### config.mk
export PLATFORM = sky130hd
export DESIGN_NAME = opb_register_simulink2ppc_fifo_flat
export DESIGN_NICKNAME = d
export VERILOG_FILES = /design/src/rtl/opb_register_simulink2ppc_fifo_if.sv /design/src/rtl/opb_register_simulink2ppc_fifo.sv /design/src/flat_wrapper.sv
export SDC_FILE = /design/constraint.sdc
export NUM_CORES = 1
export LEC_CHECK = 0
export BUFFER_PORTS_ARGS = -buffer_cell sky130_fd_sc_hd__buf_2
export CAP_MARGIN = 5
export CORE_ASPECT_RATIO = 0.75
export CORE_MARGIN = 1.5
export CORE_UTILIZATION = 25
export DETAILED_ROUTE_END_ITERATION = 8
export GPL_TIMING_DRIVEN = 0
export PLACE_DENSITY = 0.4
export SYNTH_ARGS = -nofsm -noshare
export SYNTH_HDL_FRONTEND = slang
export SYNTH_SLANG_ARGS = --single-unit
export TNS_END_PERCENT = 10
### constraint.sdc
create_clock -name OPB_Clk -period 6.1 [get_ports OPB_Clk]
set_input_delay 0.61 -clock OPB_Clk [delete_from_list [all_inputs] [get_ports OPB_Clk]]
set_output_delay 0.61 -clock OPB_Clk [all_outputs]
set_load 0.05 [all_outputs]
### src/rtl/opb_register_simulink2ppc_fifo_if.sv
`default_nettype none
// ============================================================================
// Module   : opb_register_simulink2ppc_fifo_if
// Brief    : OPB bus bundle between a master and the simulink2ppc FIFO slave.
// Revision : 1.0 - initial release
// ============================================================================
interface opb_register_simulink2ppc_fifo_if;
   logic [0:31] OPB_ABus;
   logic [0:3]  OPB_BE;
   logic [0:31] OPB_DBus;
   logic        OPB_RNW;
   logic        OPB_select;
   logic        OPB_seqAddr;
   logic [0:31] Sl_DBus;
   logic        Sl_errAck;
   logic        Sl_retry;
   logic        Sl_toutSup;
   logic        Sl_xferAck;

   modport master (
      output OPB_ABus, OPB_BE, OPB_DBus, OPB_RNW, OPB_select, OPB_seqAddr,
      input  Sl_DBus, Sl_errAck, Sl_retry, Sl_toutSup, Sl_xferAck
   );

   modport slave (
      input  OPB_ABus, OPB_BE, OPB_DBus, OPB_RNW, OPB_select, OPB_seqAddr,
      output Sl_DBus, Sl_errAck, Sl_retry, Sl_toutSup, Sl_xferAck
   );
endinterface
`default_nettype wire

### src/rtl/opb_register_simulink2ppc_fifo.sv
`default_nettype none
// ============================================================================
// Module   : opb_register_simulink2ppc_fifo
// Brief    : OPB slave FIFO carrying user-fabric words to the PowerPC.
//            Optional macro SNAP_FIFO_IRQ_EN adds the fill-level irq output.
// Revision : 1.0 - initial release
// ============================================================================
module opb_register_simulink2ppc_fifo #(
   parameter logic [31:0] C_BASEADDR        = 32'h0102_0000,
   parameter logic [31:0] C_HIGHADDR        = 32'h0102_00FF,
   parameter int          C_OPB_AWIDTH      = 32,
   parameter int          C_OPB_DWIDTH      = 32,
   parameter int          C_FIFO_DEPTH_LOG2 = 4,
   parameter int          C_IRQ_LEVEL       = 8,
   parameter              C_FAMILY          = "virtex6"
) (
   input  wire logic                                   OPB_Clk,
   input  wire logic                                   OPB_Rst_n,
   opb_register_simulink2ppc_fifo_if.slave             opb,
   input  wire logic [31:0]                            user_data_in,
   input  wire logic                                   user_we,
   output logic                                        user_full
`ifdef SNAP_FIFO_IRQ_EN
   ,
   output logic                                        irq
`endif
);

   localparam int                         c_depth     = 1 << C_FIFO_DEPTH_LOG2;
   localparam int                         c_cw        = C_FIFO_DEPTH_LOG2 + 1;
   localparam logic [c_cw-1:0]            c_full_cnt  = c_cw'(c_depth);
   localparam logic [C_OPB_AWIDTH-1:0]    c_off_data  = C_OPB_AWIDTH'(0);
   localparam logic [C_OPB_AWIDTH-1:0]    c_off_stat  = C_OPB_AWIDTH'(4);
   localparam logic [C_OPB_AWIDTH-1:0]    c_off_ctrl  = C_OPB_AWIDTH'(8);
   localparam int                         c_family_bits_unused = $bits(C_FAMILY);

   logic [31:0]                  r_mem [c_depth];
   logic [C_FIFO_DEPTH_LOG2-1:0] r_rd_ptr;
   logic [C_FIFO_DEPTH_LOG2-1:0] r_wr_ptr;
   logic [c_cw-1:0]              r_count;
   logic                         r_ovf;
   logic                         r_unf;
   logic                         r_full;
   logic                         r_ack;
   logic [C_OPB_DWIDTH-1:0]      r_dbus;

   logic [C_OPB_AWIDTH-1:0]      w_addr;
   logic [C_OPB_AWIDTH-1:0]      w_offset;
   logic                         w_hit;
   logic                         w_rd;
   logic                         w_wr;
   logic                         w_sel_data;
   logic                         w_sel_stat;
   logic                         w_sel_ctrl;
   logic                         w_empty;
   logic                         w_full;
   logic                         w_pop_req;
   logic                         w_pop;
   logic                         w_push;
   logic                         w_flush;
   logic                         w_clr;
   logic                         w_ovf_next;
   logic                         w_unf_next;
   logic [c_cw-1:0]              w_count_next;
   logic [C_OPB_DWIDTH-1:0]      w_status;
   logic [C_OPB_DWIDTH-1:0]      w_rdata;
   logic                         w_unused;

   assign w_addr   = opb.OPB_ABus;
   assign w_offset = w_addr - C_BASEADDR;

   // Blocking on r_ack keeps a select held through the ack cycle from re-hitting.
   assign w_hit = opb.OPB_select && (w_addr >= C_BASEADDR) && (w_addr <= C_HIGHADDR) && !r_ack;
   assign w_rd  = w_hit && opb.OPB_RNW;
   assign w_wr  = w_hit && !opb.OPB_RNW;

   assign w_sel_data = (w_offset == c_off_data);
   assign w_sel_stat = (w_offset == c_off_stat);
   assign w_sel_ctrl = (w_offset == c_off_ctrl);

   assign w_empty   = (r_count == '0);
   assign w_full    = (r_count == c_full_cnt);
   assign w_pop_req = w_rd && w_sel_data;
   assign w_pop     = w_pop_req && !w_empty;

   // OPB_DBus is big-endian: index 31 carries numeric bit 0.
   assign w_flush = w_wr && w_sel_ctrl && opb.OPB_DBus[31];
   assign w_clr   = w_wr && w_sel_ctrl && opb.OPB_DBus[30];

   // A same-cycle pop frees a slot, so a push into a full FIFO still lands.
   assign w_push     = user_we && !w_flush && (!w_full || w_pop);
   assign w_ovf_next = (user_we && !w_flush && w_full && !w_pop) || (r_ovf && !w_clr);
   assign w_unf_next = (w_pop_req && w_empty) || (r_unf && !w_clr);

   always_comb begin
      w_count_next = r_count;
      if (w_flush) begin
         w_count_next = '0;
      end else if (w_push && !w_pop) begin
         w_count_next = r_count + 1'b1;
      end else if (w_pop && !w_push) begin
         w_count_next = r_count - 1'b1;
      end
   end

   always_comb begin
      w_status        = '0;
      w_status[31]    = r_ovf;
      w_status[30]    = r_unf;
`ifdef SNAP_FIFO_IRQ_EN
      w_status[29]    = irq;
`endif
      w_status[17]    = r_full;
      w_status[16]    = w_empty;
      w_status[15:0]  = 16'(r_count);
   end

   always_comb begin
      w_rdata = '0;
      if (w_sel_data) begin
         w_rdata = w_empty ? '0 : r_mem[r_rd_ptr];
      end else if (w_sel_stat) begin
         w_rdata = w_status;
      end
   end

   always_ff @(posedge OPB_Clk) begin
      if (w_push) begin
         r_mem[r_wr_ptr] <= user_data_in;
      end
   end

   always_ff @(posedge OPB_Clk or negedge OPB_Rst_n) begin
      if (!OPB_Rst_n) begin
         r_rd_ptr <= '0;
         r_wr_ptr <= '0;
         r_count  <= '0;
         r_ovf    <= 1'b0;
         r_unf    <= 1'b0;
         r_full   <= 1'b0;
         r_ack    <= 1'b0;
         r_dbus   <= '0;
      end else begin
         r_ack    <= w_hit;
         r_dbus   <= w_rd ? w_rdata : '0;
         r_count  <= w_count_next;
         r_full   <= (w_count_next == c_full_cnt);
         r_ovf    <= w_ovf_next;
         r_unf    <= w_unf_next;
         if (w_flush) begin
            r_rd_ptr <= '0;
            r_wr_ptr <= '0;
         end else begin
            if (w_push) r_wr_ptr <= r_wr_ptr + 1'b1;
            if (w_pop)  r_rd_ptr <= r_rd_ptr + 1'b1;
         end
      end
   end

`ifdef SNAP_FIFO_IRQ_EN
   localparam logic [c_cw-1:0] c_irq_level = c_cw'(C_IRQ_LEVEL);

   always_ff @(posedge OPB_Clk or negedge OPB_Rst_n) begin
      if (!OPB_Rst_n) begin
         irq <= 1'b0;
      end else begin
         irq <= (w_count_next >= c_irq_level) || w_ovf_next;
      end
   end
`else
   localparam int c_irq_level_unused = C_IRQ_LEVEL;
`endif

   assign user_full      = r_full;
   assign opb.Sl_DBus    = r_dbus;
   assign opb.Sl_xferAck = r_ack;
   assign opb.Sl_errAck  = 1'b0;
   assign opb.Sl_retry   = 1'b0;
   assign opb.Sl_toutSup = 1'b0;

   assign w_unused = &{1'b0, opb.OPB_BE, opb.OPB_seqAddr, opb.OPB_DBus[0:29]};

endmodule
`default_nettype wire

### src/flat_wrapper.sv
// flat-port wrapper written by rule: the top's interface ports become plain ports
module opb_register_simulink2ppc_fifo_flat 
#(
   parameter logic [31:0] C_BASEADDR        = 32'h0102_0000,
   parameter logic [31:0] C_HIGHADDR        = 32'h0102_00FF,
   parameter int          C_OPB_AWIDTH      = 32,
   parameter int          C_OPB_DWIDTH      = 32,
   parameter int          C_FIFO_DEPTH_LOG2 = 4,
   parameter int          C_IRQ_LEVEL       = 8,
   parameter              C_FAMILY          = "       "
)
  (OPB_Clk, OPB_Rst_n, user_data_in, user_we, user_full, opb_OPB_ABus, opb_OPB_BE, opb_OPB_DBus, opb_OPB_RNW, opb_OPB_select, opb_OPB_seqAddr, opb_Sl_DBus, opb_Sl_errAck, opb_Sl_retry, opb_Sl_toutSup, opb_Sl_xferAck);
  opb_register_simulink2ppc_fifo_if opb_i ();
  input  wire logic OPB_Clk;
  input  wire logic OPB_Rst_n;
  input  wire logic [31:0] user_data_in;
  input  wire logic user_we;
  output logic user_full;
  input wire logic [$bits(opb_i.OPB_ABus)-1:0] opb_OPB_ABus;
  input wire logic [$bits(opb_i.OPB_BE)-1:0] opb_OPB_BE;
  input wire logic [$bits(opb_i.OPB_DBus)-1:0] opb_OPB_DBus;
  input wire logic [$bits(opb_i.OPB_RNW)-1:0] opb_OPB_RNW;
  input wire logic [$bits(opb_i.OPB_select)-1:0] opb_OPB_select;
  input wire logic [$bits(opb_i.OPB_seqAddr)-1:0] opb_OPB_seqAddr;
  output wire logic [$bits(opb_i.Sl_DBus)-1:0] opb_Sl_DBus;
  output wire logic [$bits(opb_i.Sl_errAck)-1:0] opb_Sl_errAck;
  output wire logic [$bits(opb_i.Sl_retry)-1:0] opb_Sl_retry;
  output wire logic [$bits(opb_i.Sl_toutSup)-1:0] opb_Sl_toutSup;
  output wire logic [$bits(opb_i.Sl_xferAck)-1:0] opb_Sl_xferAck;
  assign opb_i.OPB_ABus = opb_OPB_ABus;
  assign opb_i.OPB_BE = opb_OPB_BE;
  assign opb_i.OPB_DBus = opb_OPB_DBus;
  assign opb_i.OPB_RNW = opb_OPB_RNW;
  assign opb_i.OPB_select = opb_OPB_select;
  assign opb_i.OPB_seqAddr = opb_OPB_seqAddr;
  assign opb_Sl_DBus = opb_i.Sl_DBus;
  assign opb_Sl_errAck = opb_i.Sl_errAck;
  assign opb_Sl_retry = opb_i.Sl_retry;
  assign opb_Sl_toutSup = opb_i.Sl_toutSup;
  assign opb_Sl_xferAck = opb_i.Sl_xferAck;
  opb_register_simulink2ppc_fifo #(.C_BASEADDR(C_BASEADDR), .C_HIGHADDR(C_HIGHADDR), .C_OPB_AWIDTH(C_OPB_AWIDTH), .C_OPB_DWIDTH(C_OPB_DWIDTH), .C_FIFO_DEPTH_LOG2(C_FIFO_DEPTH_LOG2), .C_IRQ_LEVEL(C_IRQ_LEVEL), .C_FAMILY(C_FAMILY)) u_core (.OPB_Clk(OPB_Clk), .OPB_Rst_n(OPB_Rst_n), .opb(opb_i), .user_data_in(user_data_in), .user_we(user_we), .user_full(user_full));
endmodule
==> results.json, run 1 <==
{
  "cp-start-kind": "primary input",
  "synthCells": 956,
  "drive_above_1_share_pct": 34.3,
  "post_cts_buffers": 0,
  "grt_overflow": 0,
  "layout_worst_path_cycle_share_pct": 63.7,
  "cts_hold_buffers": 0,
  "crit_required_ns": 6.41,
  "end_kind": "register",
  "fin_ws_ns": 2.21,
  "cts_resized": 0,
  "pre_cts_slack_ns": 1.61,
  "ys.flop_type": "edfxtp_1",
  "p_leak_nw": 8.30,
  "post-route-min-period_ns": 3.89,
  "dpl.hpwl_mm": 37.4,
  "fin_nets": 1287,
  "hold_viol": 0,
  "ant_nets": 0,
  "min_path_type": "in -> async",
  "root_buffer": "clkbuf_16",
  "die_area_um2": 88300,
  "drt_iter0_markers": 784,
  "die_y_um": 258,
  "cts_sinks": 561,
  "synth_area_um2": 21600,
  "async_flop_share_pct": 8.73,
  "arrival_ns": 4.20,
  "synth-seq-area-share_pct": 76.8,
  "drt_pass1_iterations": 5,
  "via_per_inst": 4.43,
  "synth_edf_count": 512,
  "critPathTopFamily": "simple AND/OR/NAND/NOR gates",
  "max_freq_mhz": 257,
  "cpMaxStageDelayCell": "and2_2",
  "antenna_found_initial": 3,
  "slew_violations": 0,
  "wirelength_mm": 57.0,
  "cp_max_fo": 17,
  "path_buf_inv": 4,
  "wl_per_cell_um": 24.1,
  "avgSynthCellArea_um2": 22.6,
  "grt_max_degree": 50,
  "grt_pass1_wl_mm": 81.8,
  "start_util_pct": 25.2,
  "rows": 93,
  "finalSetupTns_ns": 0,
  "path_class": "in -> reg",
  "rsz0062_at_grt": "no",
  "synth.distinct_cells": 52,
  "gr-usage-all-layers_pct": 13.0,
  "grt_pass1_vias": 10997,
  "ys_ff_latch": 561,
  "cts_tree": "built",
  "die_w_um": 343,
  "crit_path_max_incr_delay_ns": 0.72,
  "setup_viol": 0,
  "worst_slew_pin_slew_ns": 1.21,
  "gp_congestion": 0.703,
  "powerDensity_nw_per_um2": 343,
  "ir_drop_mv": 0.199,
  "cts_made_buffers": 58,
  "slew_headroom_pct": 19.2,
  "htreeDepth": 2,
  "pin_count": 143,
  "synthToLayoutAreaGrowth_pct": 20.8,
  "core_area_um2": 85800,
  "cts_buffer_depth": 3,
  "clock_latency_ns": 0.62,
  "fin_skew_ns": 0.0154,
  "ys_warn_count": 0,
  "max_cap_viol_count": 0,
  "crit_chain": "buf_2 -> inv_1 -> ha_1 -> nor4b_1 -> nand4_1 -> clkbuf_1 -> nor4_1 -> o211ai_1 -> nor3b_1 -> and2_2 -> buf_12",
  "clk_pin_slew_ns": 0.07,
  "drcViolationCount": 0,
  "dr_total_vias": 10476,
  "outcome": "finished, final reports clean",
  "io_buffers": 103
}
## placed cells by master (no fill, tap or decap), types with 7 or more instances in the layout
master,instances
nor4_1,8
buf_6,13
nand2_1,9
dfrtp_1,49
clkbuf_16,59
nand4_1,9
and2_1,26
clkbuf_1,44
mux4_2,160
buf_4,29
ha_1,8
buf_1,15
buf_2,105
nand3_1,7
nor2_1,14
clkinv_2,7
a22o_1,9
clkinv_1,19
buf_12,8
edfxtp_1,512
inv_1,13
## path summary, 6_finish.rpt
check	from	end	slack, ns	cells after the start
max in group asynchronous	OPB_Rst_n	u_core.opb.Sl_DBus[7]$_DFF_PN0_	5.41	1
min in group OPB_Clk	opb_OPB_ABus[3]	u_core.r_unf$_DFF_PN0_	0.26	2
hold reg to reg	u_core.r_ovf$_DFF_PN0_	u_core.r_ovf$_DFF_PN0_	0.50	1
setup / recovery	opb_OPB_ABus[18]	u_core.r_mem[11][8]$_DFFE_PP_	2.21	11
setup reg to reg	u_core.opb.Sl_xferAck$_DFF_PN0_	u_core.r_mem[11][8]$_DFFE_PP_	2.30	8
hold / removal	OPB_Rst_n	u_core.opb.Sl_xferAck$_DFF_PN0_	0.05	1
## power by group
part / switching (W) / leakage [nW] / internal, W
Sequential: 0.0000812 / 5.29 / 0.00455
Combinational: 0.000561 / 2.12 / 0.000302
Clock: 0.00149 / 0.893 / 0.00198
Total: 0.00213 / 8.30 / 0.00683
## logic make-up (layout without fill, tap and decap cells)
group | Yosys count | in the layout | share of synthesized area (%)
simple gates | 123 | 123 | 3.43
xor+xnor | 6 | 6 | 0.243
mux | 160 | 160 | 16.7
compound gates | 34 | 34 | 1.21
fa+ha+maj | 8 | 8 | 0.463
buf+inv | 63 | 326 | 1.16
other cells | 1 | 5 | 0.0173
flops | 561 | 561 | 76.8
## sequential cells by signal (all words and copies together) (netlist names)
name	cells
u_core.opb.Sl_DBus	32
u_core.r_rd_ptr	4
u_core.user_full	1
u_core.opb.Sl_xferAck	1
u_core.r_wr_ptr	4
u_core.r_count	5
u_core.r_ovf	1
u_core.r_unf	1
u_core.r_mem	512
## metrics by stage
stage | hold slack [ns] | instance area (um^2) | util [%] | total power, W | instances
final | 0.0485 | 26100 | 30.4 | 0.00897 | 2363
after global routing | 0.0945 | 26100 | 30.4 | 0.00933 | 2361
after CTS | 0.105 | 26100 | 30.4 | 0.00912 | 2360
after detailed placement | 0.493 | 24200 | 28.3 | 0.00560 | 2252
after global placement | 0.485 | 23600 | 27.5 | 0.00550 | 2201
after floorplan | 0.314 | 21600 | - | 0.00512 | 958
## final cells by class
cell class / instances / area (um^2)
Timing Repair Buffer: 155 / 1130
Clock inverter: 34 / 297
Clock buffer: 74 / 1530
Inverter: 13 / 48.8
Antenna cell: 2 / 5.00
Buffer: 50 / 203
Tap cell: 1140 / 1430
Sequential cell: 561 / 16600
Fill cell: 8284 / 59700
Multi-Input combinational cell: 334 / 4860
## routing by layer
metal	GRT usage [%]	wire length (um)	vias to the layer above
li1	-	-	4494
met1	19.8	28300	5649
met2	19.2	25000	262
met3	2.26	2840	71
met4	2.86	899	0
met5	0	0	-
## synthesized netlist by cell type (all sizes together), types with 9 or more instances
library cell | n | share of area, %
mux4 | 160 | 17
inv | 13 | 0.23
clkbuf | 29 | 0.50
edfxtp | 512 | 71
nand4 | 9 | 0.26
and2 | 30 | 0.87
dfrtp | 49 | 5.7
buf | 21 | 0.43
nand2 | 9 | 0.16
a22o | 9 | 0.36
nor4 | 14 | 0.46
nor2 | 18 | 0.31
No activity file was read; power rests on OpenSTA's default activity.
==> inputs of run 2 (changes only) <==
==> constraint.sdc (replaced) <==
create_clock -name OPB_Clk -period 3.6 [get_ports OPB_Clk]
set_input_delay 0.36 -clock OPB_Clk [delete_from_list [all_inputs] [get_ports OPB_Clk]]
set_output_delay 0.36 -clock OPB_Clk [all_outputs]
set_load 0.05 [all_outputs]
==> run 2 against run 1 <==
Effect of this change: clock skew is 0.0071 ns higher; die area unchanged; flip-flop and latch count stayed put; first-iteration DRC count increased by 13%; register-to-register slack got worse by 2.1 ns.
==> results.json, run 2 (same netlist as run 1, synthesis figures left out) <==
{
  "dpl.hpwl_mm": 37.5,
  "outcome": "finished, final reports clean",
  "io_buffers": 103,
  "end_kind": "register",
  "max_freq_mhz": 293,
  "cp-start-kind": "register",
  "fin_skew_ns": 0.0225,
  "fin_nets": 1284,
  "cts_made_buffers": 57,
  "n_antenna_cell": 0,
  "grt_overflow": 0,
  "layout_commonest_cell": "edfxtp_1",
  "largest_reg_flops": 512,
  "finalSetupTns_ns": 0,
  "powerDensity_nw_per_um2": 580,
  "htreeDepth": 2,
  "root_buffer": "clkbuf_16",
  "layout_common_cells": "512 x edfxtp_1, 160 x mux4_2, 105 x buf_2",
  "drcViolationCount": 0,
  "core_area_um2": 85800,
  "crit_path_max_incr_delay_ns": 0.78,
  "p_leak_nw": 8.41,
  "start_util_pct": 25.2,
  "switching_share_pct": 24.2,
  "grt_pass1_wl_mm": 81.9,
  "cts_tree": "built",
  "clk_pin_slew_ns": 0.06,
  "cts_sinks": 561,
  "max_cap_viol_count": 0,
  "setup_viol": 0,
  "slew_headroom_pct": 20.3,
  "cp_max_fo": 10,
  "slew_violations": 0,
  "wl_per_cell_um": 24.3,
  "seqPwrFrac_pct": 51.2,
  "hold_viol": 0,
  "dr_total_vias": 10535,
  "die_area_um2": 88300,
  "clock_latency_ns": 0.63,
  "fin_ws_ns": 0.186,
  "via_per_inst": 4.47,
  "synthToLayoutAreaGrowth_pct": 22.1,
  "grt_pass1_vias": 11004,
  "top_register": "u_core.r_mem",
  "arrival_ns": 3.94,
  "post-route-min-period_ns": 3.41,
  "crit_chain": "inv_1 -> ha_1 -> nor4b_1 -> or3_1 -> nor4_4 -> clkbuf_1 -> and2_1",
  "pin_count": 143,
  "p_comb_share_pct": 10.4,
  "min_path_type": "in -> reg",
  "cts_buffer_depth": 3,
  "ir_drop_mv": 0.330,
  "rows": 93,
  "die_y_um": 258,
  "wirelength_mm": 57.2,
  "rsz0062_at_grt": "yes",
  "nFillCells": 8285,
  "ant_nets": 0,
  "gr-usage-all-layers_pct": 13.0,
  "cpMaxStageDelayCell": "nor4_4",
  "drive_above_1_share_pct": 35.4,
  "pre_cts_slack_ns": -0.719,
  "crit_required_ns": 4.13,
  "die_w_um": 343,
  "drt_pass1_iterations": 4,
  "p_switching_w": 0.00371,
  "hold_ws_ns": 0.0890,
  "clockPowerShare_pct": 38.4,
  "antenna_found_initial": 4,
  "gp_congestion": 0.746,
  "worst_slew_pin_slew_ns": 1.20,
  "path_class": "reg -> reg",
  "drt_iter0_markers": 889,
  "layout_worst_path_cycle_share_pct": 94.8,
  "power.internal_w": 0.0116,
  "grt_max_degree": 38
}
-- run 2: cell types whose count changed in the layout (fill, tap and decap cells not counted), sizes merged, moves of 2 or more --
cell           delta
buf              -11
clkinvlp          +2
clkinv            -4
clkbuf            +9
dlygate4sd3       +2
diode             -2
clkdlybuf4s15     +2
-- run 2: final timing paths --
path | depth (start not counted) | endpoint | slack, ns | start
worst max-delay path | 7 | u_core.opb.Sl_DBus[19]$_DFF_PN0_ | 0.19 | u_core.r_count[0]$_DFF_PN0_
worst min-delay path | 3 | u_core.r_ovf$_DFF_PN0_ | 0.09 | opb_OPB_DBus[1]
worst max register to register | 7 | u_core.opb.Sl_DBus[19]$_DFF_PN0_ | 0.19 | u_core.r_count[0]$_DFF_PN0_
min in group asynchronous | 2 | u_core.opb.Sl_DBus[26]$_DFF_PN0_ | 0.20 | OPB_Rst_n
max in group asynchronous | 3 | u_core.opb.Sl_DBus[8]$_DFF_PN0_ | 2.85 | OPB_Rst_n
worst min register to register | 1 | u_core.opb.Sl_DBus[0]$_DFF_PN0_ | 0.50 | u_core.r_ovf$_DFF_PN0_
-- run 2: power by group through the flow --
stage          clock network [W]  logic [W]  registers, W
6_report                 0.00589    0.00159       0.00784
3_3_place_gp                   0    0.00129       0.00804
2_1_floorplan                  0   0.000727       0.00796
3_5_place_dp                   0    0.00159       0.00798
5_1_grt                  0.00633    0.00172       0.00788
4_1_cts                  0.00605    0.00162       0.00785
-- run 2: repair_timing --
action                                  CTS  global route
endpoints found under the setup margin  187           148
hold buffers                              2             0
endpoints found under the hold margin    50             0
resized for setup                         5            12
pin swaps                                 2             1
buffers inserted                          6             5
-- run 2: per-layer routing --
layer,global-route usage (%),part of all wire (%)
met4,2.72,1.5
met3,2.48,4.5
met2,19.1,44
met5,0,0.079
met1,19.9,50
-- run 2: stage by stage --
stage	util, %	instances	area (um^2)	power (W)
finish	30.8	2359	26400	0.0153
global route	30.8	2359	26400	0.0159
CTS	30.7	2352	26300	0.0155
detailed placement	28.4	2236	24400	0.00957
global placement	27.5	2201	23600	0.00933
floorplan	-	958	21700	0.00869
-- run 2: area by class of cell --
cell class              count  area, um^2  area share [%]
flip-flops and latches    561       16600            62.9
multi-input cells         334        4940            18.7
clock buffers              78        1560            5.89
well taps                1140        1430            5.40
repair buffers            153        1310            4.97
clock inverters            30         284            1.08
plain buffers              50         223           0.844
inverters                  13        48.8           0.185
-- run 2: critical path: cells and delay by family (launching register included) --
family	cells	cell delay, ns
buf+inv	2	0.83
simple gates	4	1.78
flops	1	0.42
fa+ha+maj	1	0.28
==> inputs of run 3 (changes only) <==
--- a/config.mk
+++ b/config.mk
@@ -7,12 +7,12 @@
 export LEC_CHECK = 0
 export BUFFER_PORTS_ARGS = -buffer_cell sky130_fd_sc_hd__buf_2
 export CAP_MARGIN = 5
-export CORE_ASPECT_RATIO = 0.75
 export CORE_MARGIN = 1.5
 export CORE_UTILIZATION = 25
 export DETAILED_ROUTE_END_ITERATION = 8
 export GPL_TIMING_DRIVEN = 0
 export PLACE_DENSITY = 0.4
+export RECOVER_POWER = 50
 export SYNTH_ARGS = -nofsm -noshare
 export SYNTH_HDL_FRONTEND = slang
 export SYNTH_SLANG_ARGS = --single-unit
==> run 3 against run 2 <==
Effect of this change: power fell by 0.10%; non-clock buffer count decreased by 2; hold slack got worse by 0.021 ns; clock power barely moved; core utilization about the same; critical endpoint is now u_core.r_mem[7][19]$_DFFE_PP_; register-to-register slack about the same; count of clock-buffer cells in the layout grew 11; cell count increased by 0.17%.
==> results.json, run 3 (same netlist as run 1, synthesis figures left out) <==
{
  "slew_headroom_pct": 8.78,
  "io_buffers": 103,
  "rows": 107,
  "core_area_um2": 85400,
  "via_per_inst": 4.41,
  "fin_cells": 2363,
  "path_class": "reg -> reg",
  "multi_input_area_um2": 4940,
  "layout_worst_path_cycle_share_pct": 94.9,
  "cpMaxStageDelayCell": "nor3_4",
  "antenna_found_initial": 4,
  "grt_max_degree": 40,
  "cts_buffer_depth": 3,
  "max_cap_viol_count": 0,
  "worst_slew_pin_slew_ns": 1.37,
  "arrival_ns": 3.74,
  "crit_required_ns": 3.93,
  "synthToLayoutAreaGrowth_pct": 21.6,
  "outcome": "finished, final reports clean",
  "top_register": "u_core.r_mem",
  "grt_pass1_wl_mm": 82.9,
  "clock_latency_ns": 0.63,
  "rsz0062_at_grt": "no",
  "ant_nets": 0,
  "die_w_um": 297,
  "end_kind": "register",
  "reg2reg_slack_ns": 0.18,
  "r2r_end": "u_core.r_mem[7][19]$_DFFE_PP_",
  "post-route-min-period_ns": 3.42,
  "root_buffer": "clkbuf_16",
  "die_area_um2": 88200,
  "wl_per_cell_um": 24.7,
  "place_inst": 2243,
  "largest_reg_flops": 512,
  "gp_congestion": 0.787,
  "seq_area_um2": 16600,
  "pin_count": 143,
  "p_leak_nw": 8.22,
  "layout_commonest_cell": "edfxtp_1",
  "min_path_type": "in -> reg",
  "layout_common_cells": "512 x edfxtp_1, 160 x mux4_2, 102 x clkbuf_1",
  "ir_drop_mv": 0.362,
  "powerDensity_nw_per_um2": 582,
  "cts_sinks": 561,
  "min_from": "opb_OPB_DBus[1]",
  "drive_above_1_share_pct": 30.3,
  "timing.rr.start": "u_core.r_count[1]$_DFF_PN0_",
  "crit_path_max_incr_delay_ns": 0.85,
  "start_util_pct": 25.3,
  "wirelength_mm": 58.4,
  "setup_viol": 0,
  "fin_skew_ns": 0.0267,
  "cp_max_fo": 11,
  "grt_pass1_vias": 11160,
  "cts_made_buffers": 60,
  "grt_overflow": 0,
  "finalSetupTns_ns": 0,
  "dpl.hpwl_mm": 38.1,
  "drt_pass1_iterations": 5,
  "htreeDepth": 2,
  "cp-start-kind": "register",
  "drcViolationCount": 0,
  "slew_violations": 0,
  "hold_viol": 0,
  "total_power_w": 0.0153,
  "gr-usage-all-layers_pct": 13.2,
  "fin_nets": 1285,
  "dr_total_vias": 10429,
  "max_freq_mhz": 293,
  "drt_iter0_markers": 714,
  "cts_tree": "built",
  "min_delay_path_depth": 3,
  "r2r_cells": 8,
  "die_y_um": 297,
  "clk_pin_slew_ns": 0.06,
  "crit_chain": "inv_1 -> ha_1 -> and3_1 -> a21boi_1 -> o211a_2 -> nand2_1 -> nor3_4 -> buf_8",
  "nFillCells": 8384,
  "holdPathEnd": "u_core.r_ovf$_DFF_PN0_"
}
run 3: cell count changes in the layout (fill, tap and decap cells not counted), moves of 3 or more:
cell | before | now
and2_2 | 3 | 0
and2_4 | 1 | 4
clkbuf_8 | 5 | 2
clkbuf_1 | 45 | 102
buf_2 | 105 | 58
buf_12 | 7 | 10
buf_16 | 11 | 4
clkbuf_16 | 57 | 61
buf_8 | 9 | 14
buf_6 | 10 | 14
buf_4 | 15 | 6
buf_1 | 8 | 11
run 3: where the power goes:
part | internal, W | total, W | switching [W] | leakage [nW]
clock | 0.00337 | 0.00590 | 0.00253 | 0.900
combinational | 0.000541 | 0.00154 | 0.00100 | 2.03
sequential | 0.00771 | 0.00785 | 0.000141 | 5.29
total | 0.0116 | 0.0153 | 0.00367 | 8.22
run 3: worst max path at each step:
stage | start | end | slack, ns
6_report | u_core.r_count[1]$_DFF_PN0_ | u_core.r_mem[7][19]$_DFFE_PP_ | 0.18
5_1_grt | u_core.opb.Sl_xferAck$_DFF_PN0_ | u_core.r_mem[7][23]$_DFFE_PP_ | 0.01
4_1_cts | u_core.r_rd_ptr[0]$_DFFE_PN0P_ | u_core.opb.Sl_DBus[5]$_DFF_PN0_ | 0.04
3_5_place_dp | opb_OPB_ABus[18] | u_core.r_mem[8][12]$_DFFE_PP_ | -0.77
3_3_place_gp | opb_OPB_ABus[18] | u_core.r_mem[0][12]$_DFFE_PP_ | -4.12
2_1_floorplan | opb_OPB_ABus[17] | u_core.r_mem[0][0]$_DFFE_PP_ | -0.60
run 3: through the flow:
stage               setup WS [ns]  hold WS [ns]  util, %  area, um^2
detailed placement         -0.772         0.254     28.5       24300
finish                      0.183        0.0682     30.8       26300
floorplan                  -0.605        0.0644        -       21700
global route               0.0115        0.0641     30.8       26300
CTS                        0.0407        0.0289     30.7       26200
global placement            -4.12         0.508     27.6       23600
run 3: worst max-delay path: cells and delay by family (launching register included):
family	cells	cell delay (ns)
adders and majority gates	1	0.28
DFF	1	0.50
AOI/OAI and AO/OA	2	0.64
buffers and inverters	2	0.36
and+or+nand+nor	3	1.32
run 3: final cells by class:
type	instances	share of cell area, %
diodes	1	0.00952
plain buffers	50	0.852
clock buffers	89	6.28
clock inverters	20	0.771
inverters	13	0.186
multi-input cells	334	18.8
flip-flops and latches	561	63.2
well taps	1144	5.45
repair buffers	151	4.49
run 3: metal layers:
layer,GRT usage (%),wire (um),vias up
li1,-,-,4468
met1,18.1,26500,5618
met2,21.5,28000,266
met3,2.52,2910,71
met4,3.27,947,6
met5,0,39,-
run 3: timing repair:
item,in CTS,in global routing
pin swaps,1,1
gates resized for setup,6,7
setup endpoints to repair,123,172
hold buffers,2,0
setup buffers,1,4
hold endpoints to repair,50,0
